===== src/rtl/axi_lite_initiator.sv =====
// axi_lite_initiator: turns a single-outstanding core request into one AXI4-Lite
// read or write transaction, returning the data and an error flag to the core.
module axi_lite_initiator #(
    parameter int ADDR_W = 32,
    parameter int DATA_W = 32
) (
    input  logic                clk,
    input  logic                rst,
    input  logic                req_valid,
    output logic                req_ready,
    input  logic                req_we,
    input  logic [ADDR_W-1:0]   req_addr,
    input  logic [DATA_W-1:0]   req_wdata,
    input  logic [DATA_W/8-1:0] req_wstrb,
    output logic                resp_valid,
    input  logic                resp_ready,
    output logic [DATA_W-1:0]   resp_rdata,
    output logic                resp_err,
    output logic [ADDR_W-1:0]   araddr,
    output logic                arvalid,
    input  logic                arready,
    input  logic [DATA_W-1:0]   rdata,
    input  logic [1:0]          rresp,
    input  logic                rvalid,
    output logic                rready,
    output logic [ADDR_W-1:0]   awaddr,
    output logic                awvalid,
    input  logic                awready,
    output logic [DATA_W-1:0]   wdata,
    output logic [DATA_W/8-1:0] wstrb,
    output logic                wvalid,
    input  logic                wready,
    input  logic [1:0]          bresp,
    input  logic                bvalid,
    output logic                bready
);
    typedef enum logic [2:0] {IDLE, RADDR, RDATA, WRITE, WRESP, RESP} state_t;

    state_t              state_q, state_d;
    logic [ADDR_W-1:0]   addr_q, addr_d;
    logic [DATA_W-1:0]   wdata_q, wdata_d, rdata_q, rdata_d;
    logic [DATA_W/8-1:0] wstrb_q, wstrb_d;
    logic                err_q, err_d, aw_done_q, aw_done_d, w_done_q, w_done_d;

    assign req_ready  = (state_q == IDLE) && rst;
    assign resp_valid = state_q == RESP;
    assign arvalid    = state_q == RADDR;
    assign rready     = state_q == RDATA;
    assign awvalid    = (state_q == WRITE) && !aw_done_q;
    assign wvalid     = (state_q == WRITE) && !w_done_q;
    assign bready     = state_q == WRESP;
    assign araddr     = addr_q;
    assign awaddr     = addr_q;
    assign wdata      = wdata_q;
    assign wstrb      = wstrb_q;
    assign resp_rdata = rdata_q;
    assign resp_err   = err_q;

    always_comb begin
        state_d   = state_q;
        addr_d    = addr_q;
        wdata_d   = wdata_q;
        wstrb_d   = wstrb_q;
        rdata_d   = rdata_q;
        err_d     = err_q;
        aw_done_d = aw_done_q;
        w_done_d  = w_done_q;
        unique case (state_q)
            IDLE: if (req_valid) begin
                addr_d  = req_addr;
                wdata_d = req_wdata;
                wstrb_d = req_wstrb;
                state_d = req_we ? WRITE : RADDR;
            end
            RADDR: state_d = arready ? RDATA : RADDR;
            RDATA: if (rvalid) begin
                rdata_d = rdata;
                err_d   = rresp[1];
                state_d = RESP;
            end
            WRITE: begin
                // a ready seen after its channel is done is ignored by the sticky OR
                aw_done_d = aw_done_q || awready;
                w_done_d  = w_done_q || wready;
                if (aw_done_d && w_done_d) begin
                    aw_done_d = 1'b0;
                    w_done_d  = 1'b0;
                    state_d   = WRESP;
                end
            end
            WRESP: if (bvalid) begin
                rdata_d = '0;
                err_d   = bresp[1];
                state_d = RESP;
            end
            RESP: state_d = resp_ready ? IDLE : RESP;
            default: state_d = IDLE;
        endcase
    end

    always_ff @(posedge clk or negedge rst) begin
        if (!rst) begin
            state_q   <= IDLE;
            addr_q    <= '0;
            wdata_q   <= '0;
            wstrb_q   <= '0;
            rdata_q   <= '0;
            err_q     <= 1'b0;
            aw_done_q <= 1'b0;
            w_done_q  <= 1'b0;
        end else begin
            state_q   <= state_d;
            addr_q    <= addr_d;
            wdata_q   <= wdata_d;
            wstrb_q   <= wstrb_d;
            rdata_q   <= rdata_d;
            err_q     <= err_d;
            aw_done_q <= aw_done_d;
            w_done_q  <= w_done_d;
        end
    end
endmodule


===== config.mk =====
export PLATFORM = sky130hd
export DESIGN_NAME = axi_lite_initiator
export DESIGN_NICKNAME = d
export VERILOG_FILES = /design/src/rtl/axi_lite_initiator.sv
export SDC_FILE = /design/constraint.sdc
export NUM_CORES = 1
export LEC_CHECK = 0
export CAP_MARGIN = 15
export CELL_PAD_IN_SITES_DETAIL_PLACEMENT = 0
export CELL_PAD_IN_SITES_GLOBAL_PLACEMENT = 1
export CORE_AREA = 2 2 104 181
export CTS_CLUSTER_DIAMETER = 30
export CTS_CLUSTER_SIZE = 12
export DETAILED_ROUTE_END_ITERATION = 8
export DIE_AREA = 0 0 106 183
export HOLD_SLACK_MARGIN = 0.06
export PLACE_DENSITY = 0.79
export REMOVE_ABC_BUFFERS = 1
export SETUP_SLACK_MARGIN = 0.15
export SLEW_MARGIN = 20
export SYNTH_ARGS = -nofsm -noshare
export SYNTH_HDL_FRONTEND = slang
export SYNTH_SLANG_ARGS = --single-unit

===== constraint.sdc =====
create_clock -name clk -period 1.5 [get_ports clk]
set_input_delay 0.3 -clock clk [delete_from_list [all_inputs] [get_ports clk]]
set_output_delay 0.3 -clock clk [all_outputs]
set_load 0.05 [all_outputs]

# [After elaboration in Yosys (flattened, before gate mapping)]
# Index checks and enable logic that the tools add are counted.
[op_classes] reduce_logical=13 n_eq_ne=9 n_mux=16
[op_table] op="32-bit 2-to-1 mux" count=2
[op_table] op="32-bit one-hot mux with 2 select lines" count=1
[op_table] op="3-bit one-hot mux with 6 select lines" count=1
[op_table] op="3-bit 2-to-1 mux" count=5
[op_table] op="3-bit by 2-bit == test with 1-bit output, second input constant" count=2
[op_table] op="3-bit == test, second input constant" count=2
[op_table] op="2-bit != test, second input constant" count=3
[op_table] op="1-bit logical AND" count=4
[op_table] op="1-bit 2-to-1 mux" count=4
[op_table] op="2-bit 2-to-1 mux" count=2
[op_table] op="4-bit AND reduction" count=1
[op_table] op="3-bit by 1-bit == test with 1-bit output, second input constant" count=1
[op_table] op="3-bit zero test" count=1
[op_table] op="3-bit AND reduction" count=1
[op_table] op="1-bit zero test" count=2
[op_table] op="1-bit logical OR" count=2
[op_table] op="2-bit by 1-bit != test with 1-bit output, second input constant" count=1
[op_table] op="1-bit one-hot mux with 2 select lines" count=1
[op_table] op="2-bit AND reduction" count=1
[op_table] op="2-bit nonzero test" count=1
[word_totals] elab_cells=46 in_bits=114 reg_bits=106 out_inout_bits=140

# [Longest topological paths before layout]
# Gate-level depths: netlist of run 1.
[depth] depth_word=4 depth_mapped=6 ltp_nobuf=3

# [Worst setup path before layout of run 1]
# No wires, ideal clock.
[synth_timing] kind="reg2out" from="reg state_q[0]" to="out arvalid" arrival_time_ns=1.811 path_slack_ns=-0.611 stages_incl_launch_ff=4 path_buffers=1 required_time_ns=1.200 cell_sequence="dfrtp_1 clkbuf_1 inv_1 nor3_1"
[synth_via] elab_chain_cells=1
[synth_rtl] item="start, declared" line_no="39" source="state_t state_q, state_d;"
[synth_rtl] item="start signal, assigned" line_no="112" source="state_q <= state_d;"
[synth_rtl] item="3-bit by 1-bit == test with 1-bit output" line_no="47" source="assign arvalid = state_q == RADDR;"
[synth_rtl] item="end, declared" line_no="20" source="output logic arvalid,"
# Every way passes these cells.

# [Final worst setup path of run 1]
[layout_timing] from="reg state_q[0]" to="out bready"
[layout_via] elab_chain_cells=1
[layout_rtl] item="3-bit == test" line_no="51" source="assign bready = state_q == WRESP;"
[layout_rtl] item="end, declared" line_no="35" source="output logic bready"
# Every way passes these cells.

==> results by group, run 1 <==
Logic synthesis
  • Top cells by area, synth: dfrtp_1 (58%), mux2_1 (17%), mux2i_1 (7.0%)
  • Largest area contributor in the netlist: dfrtp_1
  • Top-count cell post-synth: dfrtp_1
  • Synth top area share: 0.578
  • Main synth FF type: dfrtp_1
  • Post-Syn Area: 4590 um2
  • Ys Warns: 0
  • Avg Inst Size Synth: 12.6 um2
  • Synth Register Bits: 106
  • Synth cell count leaders: dfrtp_1 (106), mux2_1 (68), buf_4 (37)
  • Seq/Total Area, Yosys: 0.578
  • Post-synth EDFFs: 0
  • Share of async-settable or async-resettable flops after synthesis: 1.00
  • Post-synth cell types: 26
  • Cells after synthesis: 363

Clocking
  • CTS Hold Bufs: 0
  • Root Driver: clkbuf_16
  • Clock buffer depth: 2
  • Worst-path clk slew: 0.07 ns
  • CTS buffer count: 9
  • H-tree levels: 3
  • # clock sinks: 106
  • Later-pin clock latency in the skew report: 0.35 ns
  • CTS tree: done

STA
  • Pins Over Slew Limit: 0
  • PnR worst setup slack: -0.311 ns
  • Final min period: 1.81 ns
  • Fmax achieved: 552 MHz
  • Final Skew: 0.00796 ns
  • Worst Tran Pin Value: 0.574 ns
  • Final hold viol count: 0
  • Period utilization: 1.21
  • Slew margin rel.: 0.617
  • RSZ-0062 raised after global routing: true
  • # setup viols final: 108

Floorplan
  • IO Count: 254
  • Die footprint: 19400 um2
  • Core footprint: 18000 um2
  • DIE WIDTH: 106 um
  • Initial core utilization: 0.255
  • Die height: 183 um
  • FP Rows: 65

Finish
  • Share of layout cells above drive strength 1: 0.392
  • # nets final: 740
  • Antenna cells: 0
  • Post-synthesis to final-layout area growth: 109%
  • Layout Utilization: 0.532

Routing
  • Vias per cell: 4.36
  • Via count: 3757
  • Antenna viol nets, final: 0
  • Final WL: 15700 um
  • Initial DRT Pass Iterations: 4
  • # DRC: 0
  • Drt wl/cell: 18.2 um
  • Iter 0 DRT Violations: 112

Worst setup path
  • Critical path's largest stage delay: 0.43 ns
  • Arrival time worst endpoint: 1.51 ns
  • CP Class: register to output pin
  • CP startpoint kind: register
  • WP data required: 1.20 ns
  • RR Startpoint: state_q[0]
  • CP max FO: 3
  • CP max stage cell: or3b_4
  • CP endpoint kind: output pin
  • Critical Path Start: state_q[0]
  • Crit-path cells: or3b_4 > buf_6 > inv_4 > buf_12
  • Reg2Reg Depth: 5

GRT
  • GR Util All Layers: 0.153
  • Total grt overflow: 0
  • Global-route wire length before repair: 22500 um
  • Largest net degree at the start of global routing: 107
  • Antenna violations before repair: 0
  • Vias in the first global route: 4038

Placement
  • I/O Buffers: 251
  • Routability cong.: 0.840
  • Hpwl dp: 11200 um

Job
  • Max_cap viols: 0

Outcome
  • Status: finished, violations left
  • Failing checks: setup timing

Worst hold path
  • Worst min-delay path class: primary input to asynchronous set/reset pin
-- area by class of cell --
type / instances / area [um2]
clock buffer: 10 / 239
clock inverter: 3 / 42.5
fill: 1431 / 8400
inverter: 35 / 136
multi-input combinational: 172 / 1570
sequential: 106 / 2660
tap: 234 / 293
timing repair buffer: 302 / 4620
-- final timing paths --
path	endpoint	slack (ns)
max	bready	-0.31
min	wdata[6]	0.08
max reg2reg	resp_err	-0.29
min reg2reg	wdata[18]	0.55
max in group asynchronous	araddr[15]	1.01
min in group clk	resp_rdata[15]	0.50
-- cell usage in the layout (no fill, tap or decap), types with 2 or more instances in the layout --
cell type,netlist,routed
nor2_2,0,2
buf_16,0,3
nand2_1,34,34
buf_6,1,18
mux2_1,68,57
mux2_4,1,12
buf_12,0,148
dfrtp_2,0,7
buf_8,0,2
dfrtp_1,106,99
clkbuf_16,0,14
mux2i_1,32,31
nor2_4,0,2
inv_1,34,32
nor3_2,0,2
and2_4,0,2
a21oi_1,6,5
clkdlybuf4s50_1,0,110
mux2_2,3,3
nand3b_1,4,4
buf_4,37,16
nor2_1,10,6
inv_4,0,2
-- kinds of logic after synthesis --
family	share of synthesized area
and+or+nand+nor	0.0540
buffers and inverters	0.104
muxes	0.247
AOI/OAI and AO/OA	0.0172
DFF	0.578
-- per-layer routing --
metal | part of all wire | up-vias | track usage
met4 | 0.036 | 0 | 0.0674
met1 | 0.32 | 1870 | 0.148
met3 | 0.053 | 33 | 0.0370
met5 | 0 | - | 0
met2 | 0.59 | 172 | 0.301
li1 | - | 1682 | -
-- per-stage QoR --
step | cell area, um2 | cells | hold WS, ns | worst slack (ns) | TNS [ns]
5_1_grt | 9570 | 862 | 0.116 | -0.365 | -22.67
3_3_place_gp | 8640 | 815 | 0.462 | -0.279 | -20.77
4_1_cts | 9220 | 846 | 0.0959 | -0.308 | -14.43
2_1_floorplan | 4250 | 313 | 0.00441 | -1.39 | -126.03
6_report | 9570 | 862 | 0.0764 | -0.311 | -15.56
3_5_place_dp | 8640 | 815 | 0.478 | -0.317 | -23.98
-- registers in the layout (all words and copies together), names as in the netlist --
signal and cells:
state_q 3, w_done_q 1, araddr 32, wstrb 4, resp_rdata 32, resp_err 1
wdata 32, aw_done_q 1
-- critical path: cells and delay by family (launching register included) --
kind                   cells  cell delay [ns]
DFF                        1             0.42
buffers and inverters      3             0.31
and+or+nand+nor            1             0.43
-- timing repair --
| item | in CTS | in global routing |
|---|---|---|
| endpoints found under the setup margin | 115 | 115 |
| pin swaps | 4 | 7 |
| resized for setup | 31 | 39 |
| buffers inserted | 15 | 10 |
| cloned | 3 | 6 |
Power of run 1 is not shown: default switching activity piles up to over one toggle a cycle in this logic, so the estimate is an artifact.
==> inputs of run 2 (changes only) <==
- CTS_CLUSTER_DIAMETER: 30 -> 150
==> results of run 2 <==
Same layout as run 1: the final DEF is identical, and so are final timing and power.
Power of run 2 is left out for the same reason.
==> inputs of run 3 (changes only) <==
- RECOVER_POWER: unset -> 100
==> run 3 against run 2 <==
Compared with the run above: the flow still finishes with violations (setup timing); via count up 0.48%; maximum frequency about the same; global-route usage unchanged; hold slack better by 0.25 ns; sequential share of layout area up 6.9 points; count of clock-buffer cells in the layout unchanged; first-iteration DRC count up 7.1%; final cell count unchanged; critical path depth unchanged; die area unchanged; design area down 20%; sequential cell count unchanged; critical path type unchanged; critical endpoint unchanged; largest cell class unchanged.
==> results by group, run 3 (synthesis gave the netlist of run 1 again) <==
Worst setup path
  • WP data required: 1.20 ns
  • Family with the most delay on the worst path: simple AND/OR/NAND/NOR gates
  • CP max stage cell: or3b_4
  • Crit-path cells: or3b_4 > buf_6 > inv_4 > buf_12
  • Critical path's largest stage delay: 0.43 ns
  • CP Class: register to output pin
  • Arrival time worst endpoint: 1.51 ns
  • Crit path buf inv count: 3
  • CP endpoint kind: output pin
  • CP startpoint kind: register
  • CP max FO: 3

Routing
  • Via count: 3775
  • # DRC: 0
  • Final WL: 16100 um
  • Antenna viol nets, final: 0
  • Drt wl/cell: 18.6 um
  • Vias per cell: 4.38
  • Iter 0 DRT Violations: 120
  • Initial DRT Pass Iterations: 4

GRT
  • Antenna violations before repair: 0
  • Total grt overflow: 0
  • Largest net degree at the start of global routing: 107
  • Global-route wire length before repair: 22500 um
  • Vias in the first global route: 4038
  • GR Util All Layers: 0.153

Finish
  • Layout Utilization: 0.425
  • Antenna cells: 0
  • # nets final: 740
  • Final Instance Area: 7640 um2
  • Most common cell after layout, fill and taps aside: clkbuf_2
  • Post-synthesis to final-layout area growth: 66.6%
  • Filler cells: 1671
  • Commonest cells after routing, fill and taps aside: clkbuf_2 (125), clkdlybuf4s50_1 (110), dfrtp_1 (106)
  • Share of layout cells above drive strength 1: 0.376

Clocking
  • CTS Hold Bufs: 0
  • Clock buffer depth: 2
  • CTS buffer count: 9
  • Later-pin clock latency in the skew report: 0.35 ns
  • # clock sinks: 106
  • Worst-path clk slew: 0.07 ns
  • H-tree levels: 3
  • Root Driver: clkbuf_16
  • CTS tree: done

Floorplan
  • Core footprint: 18000 um2
  • Die height: 183 um
  • FP Rows: 65
  • Die footprint: 19400 um2
  • DIE WIDTH: 106 um
  • IO Count: 254
  • Initial core utilization: 0.255

STA
  • Worst Tran Pin Value: 0.980 ns
  • Fmax achieved: 552 MHz
  • Slew margin rel.: 0.346
  • # setup viols final: 108
  • PnR worst setup slack: -0.311 ns
  • RSZ-0062 raised after global routing: true
  • Final Skew: 0.00807 ns
  • Final min period: 1.81 ns
  • Final hold viol count: 0
  • Period utilization: 1.21
  • Setup TNS Final: -15.65 ns
  • Pins Over Slew Limit: 0

Placement
  • I/O Buffers: 251
  • Place WS: -0.317 ns
  • Routability cong.: 0.840
  • Hpwl dp: 11200 um
  • Placed inst area: 8640 um2

Outcome
  • Status: finished, violations left
  • Failing checks: setup timing

Worst hold path
  • Worst min-delay path class: primary input to asynchronous set/reset pin

Job
  • Max_cap viols: 0
-- run 3: cell count changes in the layout (fill, tap and decap cells not counted), sizes merged --
cell / delta
clkbuf: +131
buf: -131
-- run 3: per-stage QoR --
stage               cells  hold slack, ns
finish                862           0.328
global route          862           0.452
CTS                   846          0.0959
detailed placement    815           0.478
global placement      815           0.462
floorplan             313         0.00441
-- run 3: worst paths after layout --
| check | from | to | slack, ns | cells past startpoint |
|---|---|---|---|---|
| worst max register to register | state_q[0] | resp_err | -0.29 | 5 |
| worst max-delay path | state_q[0] | bready | -0.31 | 4 |
| worst min register to register | wdata[18] | wdata[18] | 0.48 | 1 |
| max in group asynchronous | rst | araddr[3] | 0.54 | 2 |
| min in group clk | wdata[18] | wdata[18] | 0.48 | 1 |
| worst min-delay path | rst | wdata[6] | 0.33 | 2 |
-- run 3: routing by layer --
| layer | vias up | GRT usage | wire [um] |
|---|---|---|---|
| met3 | 41 | 0.0370 | 757 |
| met2 | 176 | 0.301 | 9120 |
| li1 | 1680 | - | - |
| met4 | 0 | 0.0674 | 661 |
| met5 | - | 0 | 0 |
| met1 | 1878 | 0.148 | 5530 |
-- run 3: repair_timing --
item / in CTS / in global routing
pin swaps: 4 / 7
gates cloned: 3 / 6
setup endpoints to repair: 115 / 115
setup buffers: 15 / 10
gates resized for setup: 31 / 39
-- run 3: worst register-to-register path: cells and delay by family, from the launching register on --
kind	cells	cell delay, ns
AND/OR/NAND/NOR	1	0.44
buffers and inverters	2	0.28
multiplexers	2	0.55
flip-flops	1	0.42
-- run 3: area by class of cell --
cell class	count	area, um2	area share
Inverter	35	136	0.0178
Timing Repair Buffer	302	2710	0.354
Tap cell	234	293	0.0383
Clock buffer	10	239	0.0313
Clock inverter	3	42.5	0.00556
Sequential cell	106	2650	0.347
Multi-Input combinational cell	172	1570	0.206
Power of run 3 is left out for the same reason.
